**config.mk**
```make
export PLATFORM = sky130hd
export DESIGN_NAME = inst_cache
export DESIGN_NICKNAME = d
export VERILOG_FILES = /design/src/rtl/inst_cache.sv
export SDC_FILE = /design/constraint.sdc
export NUM_CORES = 2
export LEC_CHECK = 0
export CAP_MARGIN = 15
export CORE_ASPECT_RATIO = 0.8
export CORE_MARGIN = 4
export CORE_UTILIZATION = 50
export DETAILED_ROUTE_END_ITERATION = 12
export GPL_ROUTABILITY_DRIVEN = 0
export PLACE_DENSITY_LB_ADDON = 0.25
export SYNTH_ARGS = -nofsm -noshare
export SYNTH_HDL_FRONTEND = slang
export SYNTH_SLANG_ARGS = --single-unit
export TNS_END_PERCENT = 30
```
**constraint.sdc**
```tcl
create_clock -name clk -period 10.4 [get_ports clk]
set_input_delay 2.08 -clock clk [delete_from_list [all_inputs] [get_ports clk]]
set_output_delay 2.08 -clock clk [all_outputs]
set_load 0.01 [all_outputs]
```
**src/rtl/inst_cache.sv**
```systemverilog
// Direct-mapped read-only instruction cache with a word-by-word refill FSM.
// Optional hit/miss statistics counters are enabled with INST_CACHE_STAT_EN.
//
// state | meaning
// IDLE  | lookups served combinationally; a miss starts a refill
// FILL  | fetching the latched line one word per mem_ack; core stalled
module inst_cache #(
  parameter int LINES = 16,
  parameter int WORDS = 4
) (
  input  logic        clk,
  input  logic        rst,
  input  logic        inst_ren,
  input  logic [31:0] inst_addr,
  output logic [31:0] inst_data,
  output logic        inst_stall,
  input  logic        flush,
  output logic        mem_req,
  output logic [31:0] mem_addr,
  input  logic        mem_ack,
  input  logic [31:0] mem_data
`ifdef INST_CACHE_STAT_EN
  ,
  output logic [31:0] hit_count,
  output logic [31:0] miss_count
`endif
);

  localparam int OW = $clog2(WORDS);
  localparam int IW = $clog2(LINES);
  localparam int TW = 32 - 2 - OW - IW;

  typedef enum logic {IDLE, FILL} state_t;

  state_t            state_q, state_d;
  logic [LINES-1:0]  valid_q;
  logic [TW-1:0]     tag_q  [LINES];
  logic [31:0]       data_q [LINES][WORDS];
  logic [TW-1:0]     fill_tag_q;
  logic [IW-1:0]     idx_q;
  logic [OW-1:0]     cnt_q;
  logic              kill_q;
  logic              mem_req_q;
  logic [31:0]       mem_addr_q;

  logic [OW-1:0]     offset;
  logic [IW-1:0]     index;
  logic [TW-1:0]     tag;
  logic              hit, start, ack, last;
  logic              unused_byte_bits;

  assign offset = inst_addr[2 +: OW];
  assign index  = inst_addr[2+OW +: IW];
  assign tag    = inst_addr[31 -: TW];
  assign unused_byte_bits = ^inst_addr[1:0];

  assign hit   = inst_ren & valid_q[index] & (tag_q[index] == tag) & (state_q == IDLE);
  assign start = (state_q == IDLE) & inst_ren & ~hit;
  assign ack   = (state_q == FILL) & mem_req_q & mem_ack;
  assign last  = ack & (cnt_q == OW'(WORDS-1));

  assign inst_data  = hit ? data_q[index][offset] : '0;
  assign inst_stall = (inst_ren & ~hit) | (state_q == FILL);
  assign mem_req    = mem_req_q;
  assign mem_addr   = mem_addr_q;

  always_comb begin
    state_d = state_q;
    case (state_q)
      IDLE:    if (start) state_d = FILL;
      FILL:    if (last)  state_d = IDLE;
      default: state_d = IDLE;
    endcase
  end

  always_ff @(posedge clk or posedge rst) begin
    if (rst) state_q <= IDLE;
    else     state_q <= state_d;
  end

  always_ff @(posedge clk or posedge rst) begin
    if (rst) begin
      valid_q    <= '0;
      fill_tag_q <= '0;
      idx_q      <= '0;
      cnt_q      <= '0;
      kill_q     <= 1'b0;
      mem_req_q  <= 1'b0;
      mem_addr_q <= '0;
    end else begin
      if (start) begin
        fill_tag_q <= tag;
        idx_q      <= index;
        cnt_q      <= '0;
        kill_q     <= 1'b0;
        mem_req_q  <= 1'b1;
        mem_addr_q <= {inst_addr[31:2+OW], {(2+OW){1'b0}}};
      end
      if (ack) begin
        cnt_q <= cnt_q + 1'b1;
        if (last) begin
          mem_req_q      <= 1'b0;
          valid_q[idx_q] <= ~kill_q;
        end else begin
          mem_addr_q <= mem_addr_q + 32'd4;
        end
      end
      // Placed last so a flush on the final-ack edge still leaves the line invalid.
      if (flush) begin
        valid_q <= '0;
        if (state_q == FILL) kill_q <= 1'b1;
      end
    end
  end

  always_ff @(posedge clk) begin
    if (ack)  data_q[idx_q][cnt_q] <= mem_data;
    if (last) tag_q[idx_q]         <= fill_tag_q;
  end

`ifdef INST_CACHE_STAT_EN
  logic [31:0] hit_count_q, miss_count_q;

  always_ff @(posedge clk or posedge rst) begin
    if (rst) begin
      hit_count_q  <= '0;
      miss_count_q <= '0;
    end else begin
      if (hit)   hit_count_q  <= hit_count_q + 32'd1;
      if (start) miss_count_q <= miss_count_q + 32'd1;
    end
  end

  assign hit_count  = hit_count_q;
  assign miss_count = miss_count_q;
`endif

endmodule

```
## Word-level counts from Yosys, hierarchy flattened

Memories as Yosys holds them, arrays and structs flattened.
Index checks and enable logic that the tools add are counted.

| word-level totals | value |
|---|---|
| register bits after elaboration | 81 |
| word-level logic and storage cells | 73 |
| memories | 2 |
| memory bits (writable) | 2432 |

| operators by class | value |
|---|---|
| bitwise operators | 15 |
| reductions and logical operators | 6 |
| eq/ne operators | 2 |
| mux-type cells | 32 |
| $add $sub $neg | 2 |
| order comparisons | 6 |

Memory list:

| name | depth | bits a word | rd ports | clocked after Yosys merged registers in | wr ports | RTL line | text |
|---|---|---|---|---|---|---|---|
| data_q | 16 | 128 | 1 | 0 | 1 | 38 | `logic [31:0] data_q [LINES][WORDS];` |
| tag_q | 16 | 24 | 1 | 0 | 1 | 37 | `logic [TW-1:0] tag_q [LINES];` |

Operators with widths:

| cell | number |
|---|---|
| 32-bit two-way mux | 7 |
| 128-bit two-way mux | 1 |
| 32-bit binary-select mux with 2-bit select | 1 |
| 32-bit demux with 2-bit select | 1 |
| 16-bit two-way mux | 3 |
| 32-bit by 3-bit adder with 32-bit output (second input constant) | 1 |
| 24-bit equality test | 1 |
| 16-bit bitwise mux | 1 |
| 1-bit two-way mux | 13 |
| 4-bit by 5-bit less-than comparator with 1-bit output (second input constant) | 2 |
| 1-bit bitwise AND | 9 |
| 3-bit greater-or-equal comparator (second input constant) | 2 |
| 2-bit NOT with 3-bit output | 2 |
| 2-bit nonzero test | 3 |
| 1-bit binary-select mux with 4-bit select | 1 |
| 1-bit demux with 4-bit select | 1 |
| 4-bit by 1-bit greater-or-equal comparator with 1-bit output (second input constant) | 1 |
| 2-bit two-way mux | 2 |
| 3-bit by 1-bit less-than comparator with 1-bit output (second input constant) | 1 |
| 1-bit NOT | 3 |
| 2-bit by 1-bit adder with 2-bit output (second input constant) | 1 |
| 2-bit equality test (second input constant) | 1 |
| 1-bit logical AND | 2 |
| 1-bit case mux with 2 select lines | 1 |
| other kinds (2) | 2 |

## Depth between registers and ports, before layout

| depth | value |
|---|---|
| word-level depth | 10 |
| depth in mapped cells | 15 |
| mapped depth without buffers | 9 |

## Worst setup path after synthesis

Ideal clock, no wire load.

| timing | value |
|---|---|
| path type | input to output |
| start | input inst_addr[4] |
| end | output inst_data[10] |
| cell stages on the path | 10 |
| path buffers | 6 |
| slack | 3.090 ns |
| arrival time | 5.230 ns |
| cells stage by stage | clkbuf_2 buf_4 buf_6 buf_2 clkbuf_1 buf_1 mux4_2 mux4_2 mux4_2 nor2b_1 |

| between the ends | value |
|---|---|
| longest elaborated chain between the ends | 6 |
| elaborated cells between the ends (all ways) | 12 |
| those cells by class | 1 x eq/ne; 6 x mux; 3 x bitwise; 2 x memory |

RTL lines:

| what | RTL line | text |
|---|---|---|
| from (decl) | 14 | `input logic [31:0] inst_addr,` |
| parallel branches: the longest is 5 deep, another holds memory 16 x 24 bit | n/a |  |
| 32-bit two-way mux (*) | 62 | `assign inst_data = hit ? data_q[index][offset] : '0;` |
| to (decl) | 15 | `output logic [31:0] inst_data,` |

Mark *: on every way between the ends. The select of a mux whose other input is x is not followed.

## Worst setup path in the final report

| timing | value |
|---|---|
| start | input inst_addr[5] |
| end | output inst_data[20] |

The elaborated chain is that of the path after synthesis.

==> impl_results.md <==
* PnR worst setup slack at 1310 ps
* Vias in the first global route at 45,455
* Die Footprint at 201,000 µm²
* Final Hold Viols at 0
* Skew-Pair Late Insertion Delay at 830 ps
* RSZ-0062 raised after global routing: no
* Required @ worst endpoint at 8320 ps
* Overflow after GRT at 0
* CTS tree: yes
* DRT iter0 DRCs at 6,305
* Num ports at 135
* Initial Utilization at 50.4%
* DRC violations left at 0
* Fin Setup TNS at 0 ps
* Synth Area per Inst at 23.5 µm²
* DRT antenna net count at 0
* Max_cap viols at 0
* Measured slew at the worst slew-check pin at 1200 ps
* Detailed-route wire length per cell at 32.6 µm
* Status: completed
* Gr usage total at 23.3%
* Number of flops mapped to enable cells by yosys at 2,432
* Worst Path Max Fanout at 86
* Pwr dens at 198 nW/µm²
* Mapped cell area at 97,100 µm²
* Lkg Pwr at 0.0339 µW
* # setup viols final at 0
* Final Critical Period at 9090 ps
* Cts hold-fix bufs at 0
* CTS root buf: clkbuf_16
* Async SR Flop Fraction at 3.22%
* Most common cell after layout, fill and taps aside: edfxtp_1
* Post-CTS sizing at 0
* Seq cells post-synth at 2,513
* H-tree depth at 4
* Initial antenna violation count at 13
* Synth Flop Type: edfxtp_1
* Vias per cell at 6.37
* Critical path type: input pin to primary output
* Setup Fix Bufs, Post-CTS at 0
* Core ar. at 193,000 µm²
* Pre-CTS setup slack at 1290 ps
* Net Count, Synth at 4,204
* Final nets at 4,479
* TritonCTS Buffers at 221
* Clk pin slew, worst setup/hold paths at 60 ps
* F_max at 110 MHz
* Worst Setup Start Kind: input pin
* Commonest cells after routing, fill and taps aside: 2,432 x edfxtp_1, 738 x mux4_2, 232 x clkbuf_16
* Via count at 45,520
* Synth-to-layout area growth at 12.4%
* Sequential area share after synthesis at 77.3%
* Cells after synthesis at 4,130
* Routed Wire Length at 233,000 µm
* First-pass GRT wire length at 336,000 µm
* DP HPWL at 122,000 µm
* Max Slew Vio Count at 0
* Worst endpoint data arrival time at 7010 ps
* Slew headroom at 18.7%
* Cell variety after synth at 69
* Largest net degree at the start of global routing at 109
* CP Capture Type: primary output
* Die Ht at 402 µm
* Worst IR Drop VDD at 0.160 mV
* Skew final at 32.3 ps
* Port-buffer cells at 132
* CTS Sinks at 2,513
* Synth warnings at 0
* HP Class: register to register
* First-pass detailed-route iteration total at 7
* Die Span X at 501 µm
* Fraction of layout cells with a size suffix above 1 at 28.7%
* Rows at 144
* Clock Path Buffers at 3
* Tcrit/Tclk final at 87.5%
[synth_stat cells, types with 10 or more instances]
cell      instances  share of area (%)
nand3_1          26               0.13
mux2i_1          73               0.75
dfrtp_1          81                2.1
clkbuf_1         86               0.33
a21oi_1          10              0.052
nor2b_1          37               0.24
o21ai_0          18              0.093
inv_1            17              0.066
mux2_4           10               0.15
nor2_1          116               0.45
nand2_1          85               0.33
and2_1           11              0.071
a311oi_1         12               0.11
mux4_2          738                 17
mux2_2           18               0.21
xnor2_1          27               0.24
buf_1            49               0.19
buf_2            66               0.34
edfxtp_1       2432                 75
a211oi_1         48               0.37
xor2_1           14               0.13
[sequential cells by signal (all words and copies together) (netlist names)]
register	flops
state_q	1
idx_q	4
fill_tag_q	24
mem_addr	32
valid_q	16
tag_q	384
mem_req	1
kill_q	1
data_q	2048
cnt_q	2
[path summary, 6_finish.rpt]
kind | slack, ps | startpoint | end | cells after the start
max in group asynchronous | 7560 | rst | valid_q[0] | 3
setup / recovery | 1310 | inst_addr[5] | inst_data[20] | 13
hold reg to reg | 490 | mem_addr[0] | mem_addr[0] | 1
hold / removal | 490 | mem_addr[0] | mem_addr[0] | 1
setup reg to reg | 5650 | tag_q[4][14] | fill_tag_q[13] | 11
min in group asynchronous | 1620 | rst | mem_addr[15] | 2
[layout make-up]
cell class | count | area (µm²)
inverters | 20 | 83.8
well taps | 2555 | 3200
flip-flops and latches | 2513 | 75100
fillers | 13918 | 83700
multi-input cells | 1380 | 21400
diodes | 7 | 17.5
clock buffers | 289 | 6050
repair buffers | 269 | 2420
clock inverters | 116 | 868
[routing by layer]
layer / share of wire (%) / GRT usage [%]
met5: 0.0056 / 0
met4: 2.0 / 4.75
met3: 9.2 / 4.29
met2: 47 / 35.0
met1: 42 / 36.3
[worst max-delay path: stages]
cell and delay (ps):
buf_8 570, buf_4 700, mux4_2 590, o22ai_1 170, nor2_1 110, xor2_1 170, nor4_1 300, and4b_1 280
nand3_4 330, buf_4 520, a211oi_1 290, buf_4 200, clkdlybuf4s50_1 540
[stage by stage]
stage               instance area [µm²]  total power, µW  instances  hold slack, ps  util [%]
floorplan                         97100            13000       4130             524         -
global placement                 102000            13800       6725             469      52.9
detailed placement               102000            13900       6726             474      52.9
CTS                              109000            21700       7131             491      56.5
global route                     109000            22300       7143             520      56.6
finish                           109000            21600       7149             489      56.6
[cells by family after synthesis]
group	Yosys count	synth area share, %
adder cells (fa/ha/maj)	5	0.0644
AND/OR/NAND/NOR	316	1.52
XOR/XNOR	41	0.370
flip-flops	2513	77.3
multiplexers	844	18.3
AO/OA/AOI/OAI	174	1.33
buffers and inverters	237	1.10
[power breakdown]
| group | switching [µW] | internal [µW] |
|---|---|---|
| logic | 994 | 675 |
| clock network | 3550 | 4370 |
| registers | 344 | 11600 |
(Power assumes the default switching activity.)
